File: src/rtl/mem_port_arbiter_if.sv
// Bundles both requester ports and the memory bus of the two-port memory arbiter.
// The arbiter uses the slave view; requesters and the memory model use the master view.
interface mem_port_arbiter_if #(
  parameter int AW = 32,
  parameter int DW = 32
);
  logic          m0_req;
  logic          m0_we;
  logic [AW-1:0] m0_addr;
  logic [DW-1:0] m0_wdata;
  logic          m0_gnt;
  logic          m0_rvalid;
  logic [DW-1:0] m0_rdata;

  logic          m1_req;
  logic          m1_we;
  logic          m1_lock;
  logic [AW-1:0] m1_addr;
  logic [DW-1:0] m1_wdata;
  logic          m1_gnt;
  logic          m1_rvalid;
  logic [DW-1:0] m1_rdata;

  logic [AW-1:0] mem_address;
  logic          mem_we;
  logic [DW-1:0] mem_data_in;
  logic [DW-1:0] mem_data_out;
  logic          locked;

  modport slave (
    input  m0_req, m0_we, m0_addr, m0_wdata,
    output m0_gnt, m0_rvalid, m0_rdata,
    input  m1_req, m1_we, m1_lock, m1_addr, m1_wdata,
    output m1_gnt, m1_rvalid, m1_rdata,
    output mem_address, mem_we, mem_data_in,
    input  mem_data_out,
    output locked
  );

  modport master (
    output m0_req, m0_we, m0_addr, m0_wdata,
    input  m0_gnt, m0_rvalid, m0_rdata,
    output m1_req, m1_we, m1_lock, m1_addr, m1_wdata,
    input  m1_gnt, m1_rvalid, m1_rdata,
    input  mem_address, mem_we, mem_data_in,
    output mem_data_out,
    input  locked
  );
endinterface

File: src/rtl/mem_port_arbiter.sv
// Two-port unified memory arbiter: fixed priority to port 0, starvation guard and burst lock for port 1.
// Grant is combinational; read data returns registered one cycle after grant; denied requesters must hold.
module mem_port_arbiter #(
  parameter int AW         = 32,
  parameter int DW         = 32,
  parameter int MAX_STARVE = 4
) (
  input  logic clk,
  input  logic reset,
  mem_port_arbiter_if.slave bus
);

  typedef enum logic {
    UNLOCKED = 1'b0,
    LOCKED   = 1'b1
  } lock_state_e;

  localparam logic [3:0] STARVE_LIMIT = 4'(MAX_STARVE);

  lock_state_e   lock_state_q, lock_state_d;
  logic [3:0]    starve_cnt_q, starve_cnt_d;
  logic          m0_rvalid_q, m0_rvalid_d;
  logic          m1_rvalid_q, m1_rvalid_d;
  logic [DW-1:0] m0_rdata_q, m0_rdata_d;
  logic [DW-1:0] m1_rdata_q, m1_rdata_d;

  logic          gnt0;
  logic          gnt1;
  logic [AW-1:0] mem_address;
  logic          mem_we;
  logic [DW-1:0] mem_data_in;

  always_comb begin
    gnt0 = 1'b0;
    gnt1 = 1'b0;
    if (lock_state_q == LOCKED && bus.m1_req) begin
      gnt1 = 1'b1;
    end else if (bus.m0_req && bus.m1_req && starve_cnt_q >= STARVE_LIMIT) begin
      gnt1 = 1'b1;
    end else if (bus.m0_req) begin
      gnt0 = 1'b1;
    end else if (bus.m1_req) begin
      gnt1 = 1'b1;
    end
  end

  // Idle bus is driven to zero so the memory never sees a stray write.
  always_comb begin
    mem_address = '0;
    mem_we      = 1'b0;
    mem_data_in = '0;
    if (gnt0) begin
      mem_address = bus.m0_addr;
      mem_we      = bus.m0_we;
      mem_data_in = bus.m0_wdata;
    end else if (gnt1) begin
      mem_address = bus.m1_addr;
      mem_we      = bus.m1_we;
      mem_data_in = bus.m1_wdata;
    end
  end

  always_comb begin
    starve_cnt_d = 4'd0;
    if (bus.m1_req && !gnt1) begin
      starve_cnt_d = (starve_cnt_q >= STARVE_LIMIT) ? STARVE_LIMIT : starve_cnt_q + 4'd1;
    end

    lock_state_d = lock_state_q;
    case (lock_state_q)
      UNLOCKED: if (gnt1 && bus.m1_lock) lock_state_d = LOCKED;
      LOCKED:   if (!bus.m1_req || !bus.m1_lock) lock_state_d = UNLOCKED;
      default:  lock_state_d = UNLOCKED;
    endcase

    m0_rvalid_d = gnt0 && !bus.m0_we;
    m1_rvalid_d = gnt1 && !bus.m1_we;
    m0_rdata_d  = m0_rvalid_d ? bus.mem_data_out : m0_rdata_q;
    m1_rdata_d  = m1_rvalid_d ? bus.mem_data_out : m1_rdata_q;
  end

  always_ff @(posedge clk) begin
    if (!reset) begin
      lock_state_q <= UNLOCKED;
      starve_cnt_q <= 4'd0;
      m0_rvalid_q  <= 1'b0;
      m1_rvalid_q  <= 1'b0;
      m0_rdata_q   <= '0;
      m1_rdata_q   <= '0;
    end else begin
      lock_state_q <= lock_state_d;
      starve_cnt_q <= starve_cnt_d;
      m0_rvalid_q  <= m0_rvalid_d;
      m1_rvalid_q  <= m1_rvalid_d;
      m0_rdata_q   <= m0_rdata_d;
      m1_rdata_q   <= m1_rdata_d;
    end
  end

  assign bus.m0_gnt      = gnt0;
  assign bus.m1_gnt      = gnt1;
  assign bus.m0_rvalid   = m0_rvalid_q;
  assign bus.m1_rvalid   = m1_rvalid_q;
  assign bus.m0_rdata    = m0_rdata_q;
  assign bus.m1_rdata    = m1_rdata_q;
  assign bus.mem_address = mem_address;
  assign bus.mem_we      = mem_we;
  assign bus.mem_data_in = mem_data_in;
  assign bus.locked      = (lock_state_q == LOCKED);

endmodule
File: src/flat_wrapper.sv
// flat-port wrapper written by rule: the top's interface ports become plain ports
module mem_port_arbiter_flat 
#(
  parameter int AW         = 32,
  parameter int DW         = 32,
  parameter int MAX_STARVE = 4
)
  (clk, reset, bus_m0_req, bus_m0_we, bus_m0_addr, bus_m0_wdata, bus_m0_gnt, bus_m0_rvalid, bus_m0_rdata, bus_m1_req, bus_m1_we, bus_m1_lock, bus_m1_addr, bus_m1_wdata, bus_m1_gnt, bus_m1_rvalid, bus_m1_rdata, bus_mem_address, bus_mem_we, bus_mem_data_in, bus_mem_data_out, bus_locked);
  mem_port_arbiter_if #(.AW(AW), .DW(DW)) bus_i ();
  input  logic clk;
  input  logic reset;
  input wire logic [$bits(bus_i.m0_req)-1:0] bus_m0_req;
  input wire logic [$bits(bus_i.m0_we)-1:0] bus_m0_we;
  input wire logic [$bits(bus_i.m0_addr)-1:0] bus_m0_addr;
  input wire logic [$bits(bus_i.m0_wdata)-1:0] bus_m0_wdata;
  output wire logic [$bits(bus_i.m0_gnt)-1:0] bus_m0_gnt;
  output wire logic [$bits(bus_i.m0_rvalid)-1:0] bus_m0_rvalid;
  output wire logic [$bits(bus_i.m0_rdata)-1:0] bus_m0_rdata;
  input wire logic [$bits(bus_i.m1_req)-1:0] bus_m1_req;
  input wire logic [$bits(bus_i.m1_we)-1:0] bus_m1_we;
  input wire logic [$bits(bus_i.m1_lock)-1:0] bus_m1_lock;
  input wire logic [$bits(bus_i.m1_addr)-1:0] bus_m1_addr;
  input wire logic [$bits(bus_i.m1_wdata)-1:0] bus_m1_wdata;
  output wire logic [$bits(bus_i.m1_gnt)-1:0] bus_m1_gnt;
  output wire logic [$bits(bus_i.m1_rvalid)-1:0] bus_m1_rvalid;
  output wire logic [$bits(bus_i.m1_rdata)-1:0] bus_m1_rdata;
  output wire logic [$bits(bus_i.mem_address)-1:0] bus_mem_address;
  output wire logic [$bits(bus_i.mem_we)-1:0] bus_mem_we;
  output wire logic [$bits(bus_i.mem_data_in)-1:0] bus_mem_data_in;
  input wire logic [$bits(bus_i.mem_data_out)-1:0] bus_mem_data_out;
  output wire logic [$bits(bus_i.locked)-1:0] bus_locked;
  assign bus_i.m0_req = bus_m0_req;
  assign bus_i.m0_we = bus_m0_we;
  assign bus_i.m0_addr = bus_m0_addr;
  assign bus_i.m0_wdata = bus_m0_wdata;
  assign bus_m0_gnt = bus_i.m0_gnt;
  assign bus_m0_rvalid = bus_i.m0_rvalid;
  assign bus_m0_rdata = bus_i.m0_rdata;
  assign bus_i.m1_req = bus_m1_req;
  assign bus_i.m1_we = bus_m1_we;
  assign bus_i.m1_lock = bus_m1_lock;
  assign bus_i.m1_addr = bus_m1_addr;
  assign bus_i.m1_wdata = bus_m1_wdata;
  assign bus_m1_gnt = bus_i.m1_gnt;
  assign bus_m1_rvalid = bus_i.m1_rvalid;
  assign bus_m1_rdata = bus_i.m1_rdata;
  assign bus_mem_address = bus_i.mem_address;
  assign bus_mem_we = bus_i.mem_we;
  assign bus_mem_data_in = bus_i.mem_data_in;
  assign bus_i.mem_data_out = bus_mem_data_out;
  assign bus_locked = bus_i.locked;
  mem_port_arbiter #(.AW(AW), .DW(DW), .MAX_STARVE(MAX_STARVE)) u_core (.clk(clk), .reset(reset), .bus(bus_i));
endmodule
File: config.mk
export PLATFORM = sky130hd
export DESIGN_NAME = mem_port_arbiter_flat
export DESIGN_NICKNAME = d
export VERILOG_FILES = /design/src/rtl/mem_port_arbiter_if.sv /design/src/rtl/mem_port_arbiter.sv /design/src/flat_wrapper.sv
export SDC_FILE = /design/constraint.sdc
export NUM_CORES = 1
export LEC_CHECK = 0
export CORE_AREA = 3 3 115 117
export DETAILED_ROUTE_END_ITERATION = 12
export DIE_AREA = 0 0 118 120
export GPL_ROUTABILITY_DRIVEN = 1
export PLACE_DENSITY = 0.7
export SYNTH_ARGS = -nofsm -noshare
export SYNTH_HDL_FRONTEND = slang
export SYNTH_SLANG_ARGS = --single-unit
export TNS_END_PERCENT = 100
File: constraint.sdc
create_clock -name clk -period 3.1 [get_ports clk]
set_input_delay 0.62 -clock clk [delete_from_list [all_inputs] [get_ports clk]]
set_output_delay 0.62 -clock clk [all_outputs]
set_load 0.01 [all_outputs]
==> flow_summary.yaml <==
run_status:
  status: "finished clean"
floorplanning:
  ios: 301
  die_y_um: 120
  placementRows: 41
  die-area_mm2: 0.01416
  core_mm2: 0.01247
  initial_core_util_pct: 27.67
  die_w_um: 118
power:
  p_total_w: 0.002883
  p_per_area_mw_per_mm2: 413.8
  p_leak_nw: 2.788
  peakVddDrop_uv: 330.5
sta:
  period_needed_ns: 2.841
  setup_ws_ns: 0.2587
  rsz0062_at_grt: "no"
  worst_pin_slew_ns: 0.5312
  setup_violations: 0
  fin_worst_skew_ns: 0.005779
  drv_slew: 0
  fmax_ghz: 0.3520
  holdWs_ns: 0.4205
  fin_crit_sh_pct: 91.65
  finalHoldViolCount: 0
  relSlewSlack_pct: 64.59
worst_setup_path:
  worst-setup-path-type: "primary input to primary output"
  slowest_stage: "clkdlybuf4s50_1"
  worstPathArrival_ns: 2.22
  critPathLaunchType: "primary input"
  path_cells: "clkdlybuf4s50_1 -> nand2b_1 -> nand2_8 -> buf_12 -> a22o_1 -> dlygate4sd2_1"
  worst_ep_required_time_ns: 2.48
  path_max_fanout: 12
  worstSetupStartpoint: "bus_m1_req"
  crit_path_end_kind: "primary output"
  r2r_slack_ns: 1.01
  max_stage_delay_ns: 0.52
  cpLargestDelayFamily: "buffers and inverters"
  path_buf_inv: 3
  r2r_start: "u_core.bus.locked$_SDFF_PN0_"
yosys:
  ys_types: 26
  ys_warn_count: 0
  post-synth-top-count-cell: "dfxtp_1"
  ys.flop_type: "dfxtp_1"
  synth_seq_area_share_pct: 41.20
  yosys.area.top_type_share_pct: 41.20
  synth.avg_cell_area_um2: 8.822
  synth_edf_count: 0
  synth_top_area_cell: "dfxtp_1"
  synth_area_mm2: 0.003450
  synth_commonest_cells: "dfxtp_1 (71), a22o_1 (65), nand2_1 (65)"
  synth-seq-cells: 71
  synthArstFlopShare_pct: 0
  syn-num-nets: 559
  synthCells: 391
  synth.area.top_cells: "dfxtp_1 (41%), a22o_1 (17%), mux2i_1 (9.3%), nand2_1 (7.1%), a21boi_0 (6.1%)"
placed_design:
  dp_slack_ns: -0.4132
  gp_congestion: 0.9204
  numPortBuffers: 300
  dp_hpwl_um: 15080
clocking:
  clock_path_buffers: 2
  cts_num_sinks: 71
  h-tree-depth: 3
  tritoncts: "built"
  cts.hold.buffers_added: 0
  clkTransAtPathRegs_ns: 0.05
  cts_inserted_buffers: 9
  cts_root_buf: "clkbuf_16"
  clk_latency_ns: 0.33
detailed_routing:
  ant_nets: 0
  first_iter_violations: 292
  viasPerCell: 4.976
  first_pass_iters: 7
  wl_per_cell_um: 22.45
  drc: 0
  dr_total_vias: 4274
  drt_wl_total_um: 19290
global_routing:
  grt_pass1_wl_um: 27520
  grtUsageTotal_pct: 25.61
  grt_pass1_vias: 4234
  grt-ovfl-total: 0
  grt_max_degree: 50
  antenna_found_initial: 4
run:
  cap_violations: 0
worst_hold_path:
  min_from: "u_core.starve_cnt_q[0]$_SDFF_PP0_"
  hp-class: "flip-flop to flip-flop"
cells_and_area:
  drive_gt1_share_pct: 13.27
  utilization_pct: 55.88
  nFillCells: 1151
  seq_area_mm2: 0.001421
  fin_nets: 849
  area_growth_pct: 101.9
  multi_input_area_mm2: 0.001897
[registers in the layout, indices dropped and copies added, names as in the netlist]
name                  cells
u_core.bus.m0_rvalid      1
u_core.bus.m1_rdata      32
u_core.starve_cnt_q       4
u_core.bus.m1_rvalid      1
u_core.bus.locked         1
u_core.bus.m0_rdata      32
[timing repair]
item	CTS	global route
pin swaps	4	0
setup endpoints to repair	67	54
cloned	3	1
setup buffers	1	0
endpoints found under the hold margin	0	0
resized for setup	192	14
[cells in the final DEF, fill, tap and decap left out, drive strengths merged, types with 2 or more instances in the layout]
| cell type | n |
|---|---|
| nand3 | 34 |
| nor2 | 4 |
| dfxtp | 71 |
| clkdlybuf4s50 | 231 |
| clkdlybuf4s15 | 13 |
| dlygate4sd2 | 19 |
| clkinv | 2 |
| a21boi | 32 |
| clkbuf | 20 |
| o21ai | 32 |
| inv | 2 |
| and2 | 2 |
| mux2i | 32 |
| a22o | 65 |
| nand2 | 65 |
| buf | 50 |
| nand2b | 2 |
[area by class of cell]
class / instances / area share, %
timing repair buffer: 322 / 44.75
multi-input combinational: 276 / 27.23
sequential: 71 / 20.41
clock buffer: 12 / 3.682
tap: 172 / 3.090
clock inverter: 4 / 0.7544
inverter: 1 / 0.05389
antenna: 1 / 0.03593
[routing by layer]
layer,vias to the layer above,wire (um),track usage [%]
met5,-,45,0
met4,6,419,6.886
met3,32,1744,9.189
met2,197,9928,46.21
met1,2050,7149,28.55
li1,1989,-,-
[power breakdown]
| part | switching [W] | total [W] | internal, W | leakage [nW] |
|---|---|---|---|---|
| Clock | 0.000383 | 0.00105 | 0.000670 | 0.153 |
| Sequential | 0.0000225 | 0.000980 | 0.000957 | 0.580 |
| Combinational | 0.000365 | 0.000850 | 0.000485 | 2.05 |
[worst reg2reg max path, delay by kind of cell, from the launching register on]
| family | cells | cell delay (ns) |
|---|---|---|
| simple gates | 1 | 0.54 |
| compound gates | 1 | 0.22 |
| mux | 1 | 0.24 |
| buf+inv | 3 | 0.69 |
| flops | 1 | 0.33 |
[worst paths after layout]
| check | end | cells after the start |
|---|---|---|
| setup / recovery | bus_mem_address[28] | 6 |
| hold / removal | u_core.starve_cnt_q[0]$_SDFF_PP0_ | 1 |
| setup reg to reg | u_core.bus.m0_rdata[22]$_SDFFE_PN0P_ | 6 |
| hold reg to reg | u_core.starve_cnt_q[0]$_SDFF_PP0_ | 1 |
[per-stage QoR]
stage	cell area [um2]	instances	setup TNS, ns
after floorplan	3450	391	0
after global placement	6629	837	-17.79
after detailed placement	6629	837	-17.59
after CTS	6959	857	-0.1498
after global routing	6965	859	0
final	6965	859	0
[cells by family (layout without fill, tap and decap cells)]
kind of cell	count (synthesis)	count (layout)	share of synthesized area [%]
other	1	2	0.1087
flip-flops	71	71	41.20
AO/OA/AOI/OAI	130	130	28.58
buffers and inverters	44	339	6.238
adder cells (fa/ha/maj)	1	1	0.3627
AND/OR/NAND/NOR	112	112	14.22
multiplexers	32	32	9.286
(Power assumes the default switching activity.)
